`src/rtl/enc_tx_sched.sv`:
```
// Transmit scheduler: arbitrates token/data/handshake packet sources, holds the
// winning 99-bit image on pkt/pkt_avail until pkt_sent or timeout, then gaps.
module enc_tx_sched #(
  parameter int unsigned GAP_CYC     = 2,
  parameter int unsigned TIMEOUT_CYC = 200
) (
  input  logic        clk,
  input  logic        rst,
  input  logic [2:0]  req_valid,
  input  logic [98:0] req_pkt_tok,
  input  logic [98:0] req_pkt_data,
  input  logic [98:0] req_pkt_hs,
  output logic [2:0]  req_ack,
  output logic [2:0]  req_err,
  output logic [98:0] pkt,
  output logic        pkt_avail,
  input  logic        pkt_sent,
  output logic        busy,
  output logic [1:0]  cur_grant
);

  localparam int unsigned PKT_W = 99;
  localparam int unsigned TO_W  = 8;
  localparam int unsigned GAP_W = 4;

  typedef enum logic [1:0] {
    ST_IDLE = 2'd0,
    ST_SEND = 2'd1,
    ST_GAP  = 2'd2
  } state_t;

  state_t             state;
  logic               tok_pending;
  logic [TO_W-1:0]    to_cnt;
  logic [GAP_W-1:0]   gap_cnt;
  logic [1:0]         win_c;
  logic [PKT_W-1:0]   win_pkt_c;

  // Handshake first; a pending token keeps its DATA packet ahead of the next token.
  always_comb begin
    win_c = 2'd0;
    if (req_valid[2]) begin
      win_c = 2'd2;
    end else if (req_valid[1] && (tok_pending || !req_valid[0])) begin
      win_c = 2'd1;
    end else begin
      win_c = 2'd0;
    end
  end

  always_comb begin
    win_pkt_c = req_pkt_tok;
    case (win_c)
      2'd1:    win_pkt_c = req_pkt_data;
      2'd2:    win_pkt_c = req_pkt_hs;
      default: win_pkt_c = req_pkt_tok;
    endcase
  end

  always_ff @(posedge clk) begin
    if (rst) begin
      state       <= ST_IDLE;
      pkt         <= '0;
      pkt_avail   <= 1'b0;
      req_ack     <= '0;
      req_err     <= '0;
      busy        <= 1'b0;
      cur_grant   <= 2'd3;
      tok_pending <= 1'b0;
      to_cnt      <= '0;
      gap_cnt     <= '0;
    end else begin
      req_ack <= '0;
      req_err <= '0;
      case (state)
        ST_IDLE: begin
          if (|req_valid) begin
            state     <= ST_SEND;
            pkt       <= win_pkt_c;
            cur_grant <= win_c;
            pkt_avail <= 1'b1;
            busy      <= 1'b1;
            to_cnt    <= '0;
            if (win_c != 2'd0) begin
              tok_pending <= 1'b0;
            end
          end
        end
        ST_SEND: begin
          // Completion takes precedence over a coincident timeout.
          if (pkt_sent) begin
            req_ack   <= 3'b001 << cur_grant;
            pkt_avail <= 1'b0;
            gap_cnt   <= '0;
            state     <= ST_GAP;
            if (cur_grant == 2'd0) begin
              tok_pending <= 1'b1;
            end
          end else if (to_cnt == TO_W'(TIMEOUT_CYC - 1)) begin
            req_err   <= 3'b001 << cur_grant;
            pkt_avail <= 1'b0;
            gap_cnt   <= '0;
            state     <= ST_GAP;
          end else begin
            to_cnt <= to_cnt + TO_W'(1);
          end
        end
        ST_GAP: begin
          if (gap_cnt == GAP_W'(GAP_CYC - 1)) begin
            state     <= ST_IDLE;
            busy      <= 1'b0;
            cur_grant <= 2'd3;
          end else begin
            gap_cnt <= gap_cnt + GAP_W'(1);
          end
        end
        default: state <= ST_IDLE;
      endcase
    end
  end

endmodule

```
`config.mk`:
```
export PLATFORM = sky130hd
export DESIGN_NAME = enc_tx_sched
export DESIGN_NICKNAME = d
export VERILOG_FILES = /design/src/rtl/enc_tx_sched.sv
export SDC_FILE = /design/constraint.sdc
export NUM_CORES = 1
export LEC_CHECK = 0
export ABC_AREA = 1
export CORE_AREA = 2 2 161 163
export DETAILED_ROUTE_END_ITERATION = 8
export DIE_AREA = 0 0 163 165
export PLACE_DENSITY = 0.73
export SLEW_MARGIN = 20
export SYNTH_ARGS = -nofsm -noshare
export SYNTH_HDL_FRONTEND = slang
export SYNTH_SLANG_ARGS = --single-unit
```
`constraint.sdc`:
```
create_clock -name clk -period 1.55 [get_ports clk]
set_input_delay 0.2325 -clock clk [delete_from_list [all_inputs] [get_ports clk]]
set_output_delay 0.2325 -clock clk [all_outputs]
set_load 0.005 [all_outputs]
```
==> results of run 1 <==
==> power breakdown <==
group | switching, W | leakage (nW) | internal, W
registers | 0.000240 | 1.03 | 0.00364
logic | 0.00168 | 4.81 | 0.00203
clock network | 0.00161 | 0.264 | 0.00223
==> per-layer routing <==
| metal | vias up | part of all wire |
|---|---|---|
| met5 | - | 0 |
| met4 | 0 | 0.026 |
| met3 | 43 | 0.083 |
| met2 | 337 | 0.48 |
| met1 | 3706 | 0.41 |
| li1 | 4215 | - |
==> cell usage in the layout (no fill, tap or decap), types with 4 or more instances in the layout <==
cell             Yosys  routed
nand2_1            369     364
o21ai_1             73      73
clkdlybuf4s50_1      0     356
inv_6                0       5
dfxtp_1            124     118
buf_12               0      11
clkinvlp_4           0       4
dfxtp_2              0       6
nor2_1             193     192
nand3_1            124     124
inv_1              102     102
nand2_2              0       4
clkbuf_16            0      19
dlygate4sd2_1        0      10
a21oi_1             14      14
dlymetal6s2s_1       0      43
o21ai_0             14      14
buf_4                2      21
==> cells in the mapped netlist <==
library cell	number	share of area
xnor2_1	1	0.0013
nand3b_1	1	0.0011
nand3_1	124	0.093
o21bai_1	2	0.0023
or2_2	1	0.00094
o22ai_1	3	0.0028
dfxtp_1	124	0.37
a21oi_2	1	0.0013
inv_1	102	0.058
o21ai_0	14	0.011
nor2_4	1	0.0017
buf_6	9	0.015
o21ai_1	73	0.055
nand4_1	3	0.0028
nor2_1	193	0.11
nand3_2	2	0.0030
nor2_2	2	0.0019
a21oi_1	14	0.011
inv_4	1	0.00094
buf_1	7	0.0040
buf_2	13	0.0098
buf_4	2	0.0023
inv_2	1	0.00056
ha_1	3	0.0057
clkbuf_1	38	0.021
nor3_1	3	0.0023
nand2_1	369	0.21
==> sequential cells by signal, summed over array words and instances (netlist names) <==
register	cells
cur_grant	2
gap_cnt	4
pkt	99
state	2
req_ack	3
busy	1
tok_pending	1
req_err	3
to_cnt	8
pkt_avail	1
==> stage by stage <==
step	util	total power [W]	TNS [ns]	instances	cell area [µm²]
final	0.478	0.0114	0	1846	12000
after global routing	0.478	0.0121	-0.000215	1846	12000
after CTS	0.470	0.0116	0	1842	11800
after detailed placement	0.447	0.00771	-18.43	1810	11200
after global placement	0.447	0.00766	-14.36	1810	11200
after floorplan	-	0.00550	0	1107	6640
==> worst reg2reg max path: stages (launching register included) <==
cell	delay (ns)
dfxtp_1	0.31
inv_1	0.05
nand2_2	0.09
nand2_2	0.07
nor2_4	0.17
buf_12	0.15
clkbuf_16	0.22
nand2_1	0.08
nand3_1	0.10
nand3_1	0.07
nand2_1	0.06
==> kinds of logic after synthesis <==
family                   count (synthesis)  share of synthesized area
AO/OA/AOI/OAI                          107                     0.0825
buffers and inverters                  173                      0.112
flip-flops                             124                      0.374
adder cells (fa/ha/maj)                  3                    0.00565
XOR/XNOR                                 1                    0.00132
AND/OR/NAND/NOR                        699                      0.425
==> path summary, 6_finish.rpt <==
kind	startpoint	to	slack [ns]
setup / recovery	pkt[76]	pkt[76]	0.04
hold / removal	rst	busy	0.1
setup reg to reg	tok_pending	pkt[21]	0.10
hold reg to reg	pkt[15]	pkt[15]	0.45
==> cell type report <==
type                    instances  area (µm²)  share of cell area
diodes                          1        2.50            0.000209
clock buffers                  18         429              0.0358
clock inverters                14         135              0.0113
inverters                     104         393              0.0328
multi-input cells             810        3460               0.289
flip-flops and latches        124        2490               0.208
well taps                     330         413              0.0345
repair buffers                445        4660               0.389
==> repair_timing <==
| action | CTS | global route |
|---|---|---|
| gates resized for setup | 15 | 53 |
| cloned | 0 | 2 |
| hold buffers | 0 | 0 |
| pin swaps | 0 | 2 |
| setup buffers | 0 | 1 |
| endpoints found under the setup margin | 14 | 61 |
==> run metrics, run 1 <==
outcome=complete, no violations; share of the yosys chip area belonging to registers=0.374; vias in the first global route=around 8,000; final setup margin=0.0358 ns; FILL cells=about 2,500; worst hold slack=a little under 0.1 ns; leakage power=6.10 nW; Post-Place Worst Slack=-0.271 ns; first-pass GRT wire length=about 40 mm; CP required=~1.3 ns; met3 Track Usage GR=0.0600; worst-path cell chain=clkdlybuf4s50_1; Setup crit start kind=flip-flop; Yosys warnings=0; cell row count=58; Die Area=around 27,000 µm²; crit share post-route=0.977; Die Y-Extent=approximately 170 µm; syn_nets=around 1,400; drt pass-1 iters=4; post-route minimum period=1.51 ns; clock sinks=about 120; Final setup viols=0; CTS tree=done; residual DRC count=0; average size of a mapped cell=around 6 µm²; Rel. slew slack=0.584; worst hold path class=in -> reg; cell count along the critical path=1; CP endpoint kind=output pin; Final Hold Fails=0; Slew @ Worst Pin=0.623 ns; GR Util met2=0.323; Worst Hold Depth=2; detailed-route via count=8,301; top cell family by delay on the critical path=buffers and inverters; gpl congestion=slightly above 0.8; GR Util met1=0.214; gr usage total=0.187; R2R cell count=10; H-tree Lvls=4; mapped cell area=6640 µm²; cell count after synthesis=~1,100; IO Pins=412; First DRT Iteration DRCs=between 300 and 400; Clock Pin Slew Worst Setup and Hold Paths=about 0.070 ns; slowest stage delay, CP=0.53 ns; clock root cell=clkbuf_16; fin nets=~1,800; DPL Wire Length=about 20 mm; synthesis-to-finish area growth=80.3%; CP arrival=1.28 ns; crit path max fanout=2; Seq cells post-synth=roughly 120; Routed Antenna Nets=0; max frequency=~660 MHz; CP Buf/Inv Count=1; most crowded layer after global routing=met2; grt ovf=0; IO buf count=~410; Clock Latency Late Sink=roughly 0.4 ns; unique cell type count in the Yosys netlist=27; Crit Path Class=reg -> out; slowest CP cell=clkdlybuf4s50_1; share of cells above drive strength 1=0.0581; pin count of the biggest net entering global routing=roughly 60; IR drop worst, VDD=~0.69 mV; Pins Over Slew Limit=0; initial antenna violation count=1; Final Routed Wirelength=approximately 27 mm; CTS Buf Count=17; Core Area=between 20,000 and 30,000 µm²; P per Cell Area=around 960 nW/µm²; max_cap viols=0; Vias/cell=~4.5; wire per inst=approximately 15 µm; Max Clock Skew=between 0.01 and 0.015 ns; die width=163 µm; Clock Path Buffers=2; Initial Util=0.265
(Power assumes the default switching activity.)
==> run 2: changes to the inputs <==
--- a/config.mk
+++ b/config.mk
@@ -5,11 +5,11 @@
 export SDC_FILE = /design/constraint.sdc
 export NUM_CORES = 1
 export LEC_CHECK = 0
-export ABC_AREA = 1
-export CORE_AREA = 2 2 161 163
+export ABC_AREA = 0
+export CORE_AREA = 2 2 162 164
 export DETAILED_ROUTE_END_ITERATION = 8
-export DIE_AREA = 0 0 163 165
-export PLACE_DENSITY = 0.73
+export DIE_AREA = 0 0 164 166
+export PLACE_DENSITY = 0.69
 export SLEW_MARGIN = 20
 export SYNTH_ARGS = -nofsm -noshare
 export SYNTH_HDL_FRONTEND = slang
==> constraint.sdc (replaced) <==
create_clock -name clk -period 1.6 [get_ports clk]
set_input_delay 0.24 -clock clk [delete_from_list [all_inputs] [get_ports clk]]
set_output_delay 0.24 -clock clk [all_outputs]
set_load 0.005 [all_outputs]
==> run metrics, run 2 <==
RR Endpoint=pkt[27]; RSZ-0062 raised after global routing=true; Final Hold Fails=0 (unchanged); mapped cell area=5800 µm² (-13%); Yosys top cell by area=dfxtp_1; share of the yosys chip area belonging to registers=0.428 (+0.0542); slowest stage delay, CP=0.49 ns (-0.04 ns); count leader, synth=dfxtp_1; Seq cells post-synth=124 (unchanged); CTS Buf Count=17 (unchanged); Setup crit start kind=input pin; H-tree Lvls=4 (unchanged); most common cell after layout, fill and taps aside=clkdlybuf4s50_1; utilization after layout=0.465 (-0.0135); register share of total power=0.336 (-0.003); residual DRC count=0 (unchanged); IO Pins=412 (unchanged); Crit Path Class=in -> reg; Worst Setup SP=req_valid[0]; crit path max fanout=56 (+54); max_cap viols=0 (unchanged); grt ovf=0 (unchanged); share of cells above drive strength 1=0.152 (+0.0938); crit share post-route=1.01; vias in the first global route=7,367 (-5.6%); CTS tree=done; final setup margin=-0.00947 ns (-0.0453 ns); average size of a mapped cell=8.36 µm² (+39%); clock share of power=0.347 (+0.011); CP arrival=1.93 ns (+0.65 ns); max frequency=~620 MHz; CP required=1.92 ns (+0.60 ns); max reg flops=99 (unchanged); First DRT Iteration DRCs=469 (+34%); Post-synth EDFFs=0 (unchanged); worst flop-to-flop path startpoint=tok_pending; Die Area=27,200 µm² (+1.2%); Async SR Flop Fraction=0 (unchanged); leakage power=4.42 nW (-28%); initial antenna violation count=3 (+2); IR drop worst, VDD=0.454 mV (-34%); gpl congestion=0.891 (+7.3%); P per Cell Area=920 nW/µm² (-3.7%); total chip power=0.0110 W (-4.2%); Clock Latency Late Sink=0.41 ns (about the same); clock root cell=clkbuf_16; DPL Wire Length=21.0 mm (+4.6%); Max Clock Skew=0.00728 ns (-0.00363 ns); R2R cell count=8 (-2); drt pass-1 iters=5 (+1); Pins Over Slew Limit=0 (unchanged); Placed Cells=1,451 (-20%); r2r setup slk=0 ns (-0.10 ns); FILL cells=2,440 (-2.2%); Clock Path Buffers=2 (unchanged); top cells by area, synth=dfxtp_1 (43%), a221oi_1 (15%), a211oi_1 (13%); detailed-route via count=7,472 (-10%); cell count after synthesis=694 (-37%); worst-path cell chain=clkdlybuf4s50_1 -> or3_4 -> nand2_4 -> buf_16 -> a221oi_1 -> a211oi_2; die width=164 µm (+0.61%); sw frac=0.285 (-0.0232); wire per inst=19.1 µm (+31%); largest register by flop count=pkt; Final Routed Wirelength=28.6 mm (+6.4%); Vias/cell=4.99 (+11%); unique cell type count in the Yosys netlist=45 (+67%); Comb pwr share=0.317 (-0.008); Psw=0.00312 W (-11%); outcome=finished with violations; Initial Util=0.226 (-0.0388); Routed Antenna Nets=0 (unchanged); Yosys warnings=0 (unchanged); Core Area=25,600 µm² (+2.3%); Int Pwr=0.00783 W (-1.0%); Slew @ Worst Pin=0.549 ns (-0.0739 ns); hold buffers post-CTS=0 (unchanged); Synth top area share=0.428 (+0.0542); fin nets=1,452 (-20%); Cell Count, Final, Fillers Out=1,497 (-19%); cell row count=59 (+1.7%); CP Capture Point=pkt[29]; Die Y-Extent=166 µm (+0.61%); failing checks=setup timing; gr usage total=0.197 (+0.0103); clock sinks=124 (unchanged); IO buf count=411 (unchanged); Rel. slew slack=0.634 (+0.0497); Clock Pin Slew Worst Setup and Hold Paths=0.06 ns (about the same); synthesis-to-finish area growth=105%; most frequent cells in the layout=clkdlybuf4s50_1 (402), dfxtp_1 (115), nor2_1 (110); post-route minimum period=between 1.5 and 2 ns; CP endpoint kind=flip-flop; slowest CP cell=clkdlybuf4s50_1; first-pass GRT wire length=41.9 mm (+6.0%); most common flop cell mapped by yosys=dfxtp_1; worst hold path class=in -> reg; Commonest cells post-synth=dfxtp_1 (124), nor2_1 (110), nand2_1 (105); Final setup viols=2 (+2); syn_nets=1,000 (-29%); biggest regs=pkt (99), to_cnt (8), gap_cnt (4); pin count of the biggest net entering global routing=58 (-4.9%)
==> run 2: changes by cell type in the layout (fill, tap and decap cells not counted), sizes merged, moves of 5 or more <==
cell	before	now
buf	34	89
a211oi	0	102
nor2	196	110
clkdlybuf4s50	356	402
dlymetal6s2s	43	5
nand2b	0	8
nand2	369	106
nand3	126	9
dlygate4sd2	10	2
a221oi	0	99
clkbuf	20	25
inv	109	7
o21ai	87	4
==> run 2: power by group through the flow <==
stage | Combinational [W] | Sequential (W) | Clock, W
6_report | 0.00347 | 0.00368 | 0.00380
5_1_grt | 0.00374 | 0.00372 | 0.00402
4_1_cts | 0.00334 | 0.00368 | 0.00390
3_5_place_dp | 0.00330 | 0.00374 | 0
3_3_place_gp | 0.00328 | 0.00373 | 0
2_1_floorplan | 0.00114 | 0.00374 | 0
==> run 2: worst max-delay path: cells and delay by family <==
family,cells,cell delay [ns]
simple gates,2,0.51
compound gates,2,0.37
buf+inv,2,0.73
==> run 2: layout make-up <==
cell class / count / area [µm²] / area share
diodes: 3 / 7.51 / 0.000631
clock buffers: 21 / 440 / 0.0370
clock inverters: 11 / 120 / 0.0101
inverters: 6 / 22.5 / 0.00189
multi-input cells: 495 / 3260 / 0.274
flip-flops and latches: 124 / 2490 / 0.209
well taps: 335 / 419 / 0.0352
repair buffers: 502 / 5140 / 0.432
==> run 2: repair_timing <==
action | CTS | global route
setup endpoints to repair | 19 | 61
setup buffers | 3 | 3
resized for setup | 13 | 48
cloned | 0 | 5
pin swaps | 5 | 35
==> run 2: metal layers <==
layer,GRT usage,share of wire,up-vias
met1,0.243,0.42,3567
met3,0.0622,0.075,45
met4,0.0683,0.024,0
met5,0,0,-
met2,0.322,0.49,334
li1,-,-,3526
==> run 2: how the worst min path moves through the flow <==
stage                     start         end  cells past startpoint
5_1_grt                     rst  gap_cnt[1]                      2
3_3_place_gp          pkt_avail   pkt_avail                      2
2_1_floorplan  req_pkt_data[14]     pkt[14]                      2
3_5_place_dp          pkt_avail   pkt_avail                      2
6_report                    rst  gap_cnt[1]                      2
4_1_cts                     rst  gap_cnt[1]                      2
==> run 2: logic make-up after synthesis <==
| kind of cell | count (synthesis) | share of synthesized area |
|---|---|---|
| flops | 124 | 0.428 |
| compound gates | 234 | 0.321 |
| buf+inv | 75 | 0.0544 |
| simple gates | 254 | 0.183 |
| mux | 4 | 0.00690 |
| fa+ha+maj | 3 | 0.00647 |
==> run 2: through the flow <==
stage	TNS (ns)	setup WS (ns)	area, µm²	hold WS, ns
2_1_floorplan	0	0.00319	5820	0.381
3_3_place_gp	-33.32	-0.526	10900	0.456
3_5_place_dp	-35.08	-0.493	10900	0.460
4_1_cts	-0.00361	-0.00361	11500	0.0674
5_1_grt	-0.936	-0.0660	11900	0.0712
6_report	-0.0117	-0.00947	11900	0.0982
==> run 3: changes to the inputs <==
--- a/config.mk
+++ b/config.mk
@@ -6,10 +6,10 @@
 export NUM_CORES = 1
 export LEC_CHECK = 0
 export ABC_AREA = 0
-export CORE_AREA = 2 2 162 164
+export CORE_AREA = 2 2 160 162
 export DETAILED_ROUTE_END_ITERATION = 8
-export DIE_AREA = 0 0 164 166
-export PLACE_DENSITY = 0.69
+export DIE_AREA = 0 0 162 164
+export PLACE_DENSITY = 0.7
 export SLEW_MARGIN = 20
 export SYNTH_ARGS = -nofsm -noshare
 export SYNTH_HDL_FRONTEND = slang
==> constraint.sdc (replaced) <==
create_clock -name clk -period 1.9 [get_ports clk]
set_input_delay 0.285 -clock clk [delete_from_list [all_inputs] [get_ports clk]]
set_output_delay 0.285 -clock clk [all_outputs]
set_load 0.005 [all_outputs]
==> run metrics, run 3 (synthesis results as in run 2) <==
drt pass-1 iters=5 (unchanged); worst hold path class=in -> reg; gpl congestion=0.873 (-2.0%); Comb pwr share=0.289 (-0.028); residual DRC count=0 (unchanged); CP Buf/Inv Count=0 (-2); Clock Latency Late Sink=0.41 ns (about the same); IR drop worst, VDD=0.494 mV (+8.7%); Hold Path Sink=state[1]; Die Area=26,600 µm² (-2.4%); Final setup viols=0 (-2); Post-Place Worst Slack=-0.168 ns (+0.325 ns); IO Pins=412 (unchanged); Pins Over Slew Limit=0 (unchanged); crit share post-route=0.915; Int Pwr=0.00672 W (-14%); FILL cells=2,474 (+1.4%); P per Cell Area=829 nW/µm² (-9.9%); clock share of power=0.378 (+0.031); Antenna Cells=0 (-3); DR WL met2=12.6 mm (-9.1%); most common cell after layout, fill and taps aside=clkdlybuf4s50_1; hold buffers post-CTS=0 (unchanged); post-route minimum period=1.74 ns; Final Hold Fails=0 (unchanged); Rel. slew slack=0.539 (-0.0948); first-pass GRT wire length=39.6 mm (-5.5%); Clock Pin Slew Worst Setup and Hold Paths=0.06 ns (about the same); Setup crit start kind=flip-flop; worst flop-to-flop path startpoint=to_cnt[0]; Die Y-Extent=164 µm (-1.2%); Cell Count, Final, Fillers Out=1,445 (-3.5%); top cell family by delay on the critical path=compound AO/OA/AOI/OAI gates; Post-CTS Setup Inserts=0 (-3); Psw=0.00255 W (-18%); share of cells above drive strength 1=0.0825 (-0.0693); Final Routed Wirelength=26.3 mm (-8.1%); detailed-route via count=7,227 (-3.3%); most frequent cells in the layout=clkdlybuf4s50_1 (409), dfxtp_1 (124), nor2_1 (110); H-tree Lvls=4 (unchanged); r2r setup slk=0.16 ns (+0.16 ns); Crit Path Class=reg -> reg; biggest regs=pkt (99), to_cnt (8), gap_cnt (4); slowest stage delay, CP=0.37 ns (-0.12 ns); # resized after CTS=0 (-13); CTS tree=done; crit path max fanout=5 (-91%); DPL Wire Length=19.9 mm (-5.1%); pin count of the biggest net entering global routing=62 (+6.9%); Slew @ Worst Pin=0.691 ns (+0.142 ns); leakage power=4.03 nW (-8.9%); max reg flops=99 (unchanged); max_cap viols=0 (unchanged); vias in the first global route=7,217 (-2.0%); Met1 Wirelength=11.0 mm (-7.2%); wire per inst=18.2 µm (-4.8%); outcome=complete, no violations; clock root cell=clkbuf_16; RR Endpoint=to_cnt[7]; max layer used=met4; CP endpoint kind=flip-flop; register share of total power=0.333 (-0.003); largest register by flop count=pkt; fin nets=1,408 (-3.0%); clock sinks=124 (unchanged); HP Start=rst; synthesis-to-finish area growth=92.7%; grt ovf=0 (unchanged); Worst Hold Depth=2 (unchanged); die width=162 µm (-1.2%); final setup margin=0.162 ns (+0.171 ns); Clock Path Buffers=2 (unchanged); R2R cell count=5 (-3); max frequency=between 500 and 600 MHz; Routed Antenna Nets=0 (unchanged); slowest CP cell=a211o_4; gr usage total=0.189 (-0.00809); CP arrival=2.07 ns (+0.14 ns); Core Area=24,800 µm² (-3.1%); First DRT Iteration DRCs=520 (+11%); IO buf count=411 (unchanged); Initial Util=0.234 (+0.00727); Max Clock Skew=0.0136 ns (+0.00629 ns); worst-path cell chain=ha_1 -> and4_4 -> a211o_4 -> a211oi_2 -> mux2i_1; Detail Route met3 WL=1.71 mm (-21%); CTS Buf Count=17 (unchanged); RSZ-0062 raised after global routing=false; cell row count=58 (-1.7%); sw frac=0.275 (-0.0104); initial antenna violation count=0 (-3); CP required=2.23 ns (+0.31 ns); Placed Cells=1,413 (-2.6%); Vias/cell=5.00 (+0.20%)
-- run 3: worst max-delay path by stage --
stage / start / endpoint / slack [ns] / cells past startpoint
after floorplan: to_cnt[0] / to_cnt[7] / 0.19 / 5
after global placement: req_valid[0] / pkt[36] / -0.13 / 6
after detailed placement: req_valid[0] / pkt[30] / -0.17 / 6
after CTS: to_cnt[0] / to_cnt[7] / 0.006 / 5
after global routing: gap_cnt[0] / gap_cnt[2] / 0.07 / 6
final: to_cnt[0] / to_cnt[7] / 0.16 / 5
-- run 3: per-layer routing --
metal	up-vias	track usage
li1	3439	-
met5	-	0
met1	3422	0.236
met4	0	0.0712
met2	306	0.313
met3	60	0.0500
-- run 3: stage by stage --
step | total power [W] | util | TNS, ns | cell area (µm²) | hold slack (ns)
floorplan | 0.00411 | - | 0 | 5800 | 0.426
global placement | 0.00578 | 0.424 | -5.25 | 10500 | 0.449
detailed placement | 0.00581 | 0.424 | -7.31 | 10500 | 0.466
CTS | 0.00935 | 0.449 | 0 | 11200 | 0.245
global route | 0.00970 | 0.450 | 0 | 11200 | 0.269
finish | 0.00927 | 0.450 | 0 | 11200 | 0.266
-- run 3: power groups by stage --
stage / registers (W) / logic [W] / clock network [W]
CTS: 0.00309 / 0.00269 / 0.00357
global route: 0.00313 / 0.00289 / 0.00368
global placement: 0.00313 / 0.00265 / 0
floorplan: 0.00315 / 0.000958 / 0
finish: 0.00309 / 0.00268 / 0.00350
detailed placement: 0.00314 / 0.00267 / 0
-- run 3: area by class of cell --
type / instances / area (µm²) / area share
Clock buffer: 20 / 437 / 0.0391
Clock inverter: 12 / 189 / 0.0169
Inverter: 6 / 22.5 / 0.00202
Multi-Input combinational cell: 495 / 3050 / 0.273
Sequential cell: 124 / 2480 / 0.222
Tap cell: 330 / 413 / 0.0369
Timing Repair Buffer: 458 / 4590 / 0.410
-- run 3: worst reg2reg max path: stages (launching register included) --
cell	delay, ns
dfxtp_1	0.34
ha_1	0.25
and4_4	0.24
a211o_4	0.37
a211oi_2	0.26
mux2i_1	0.21
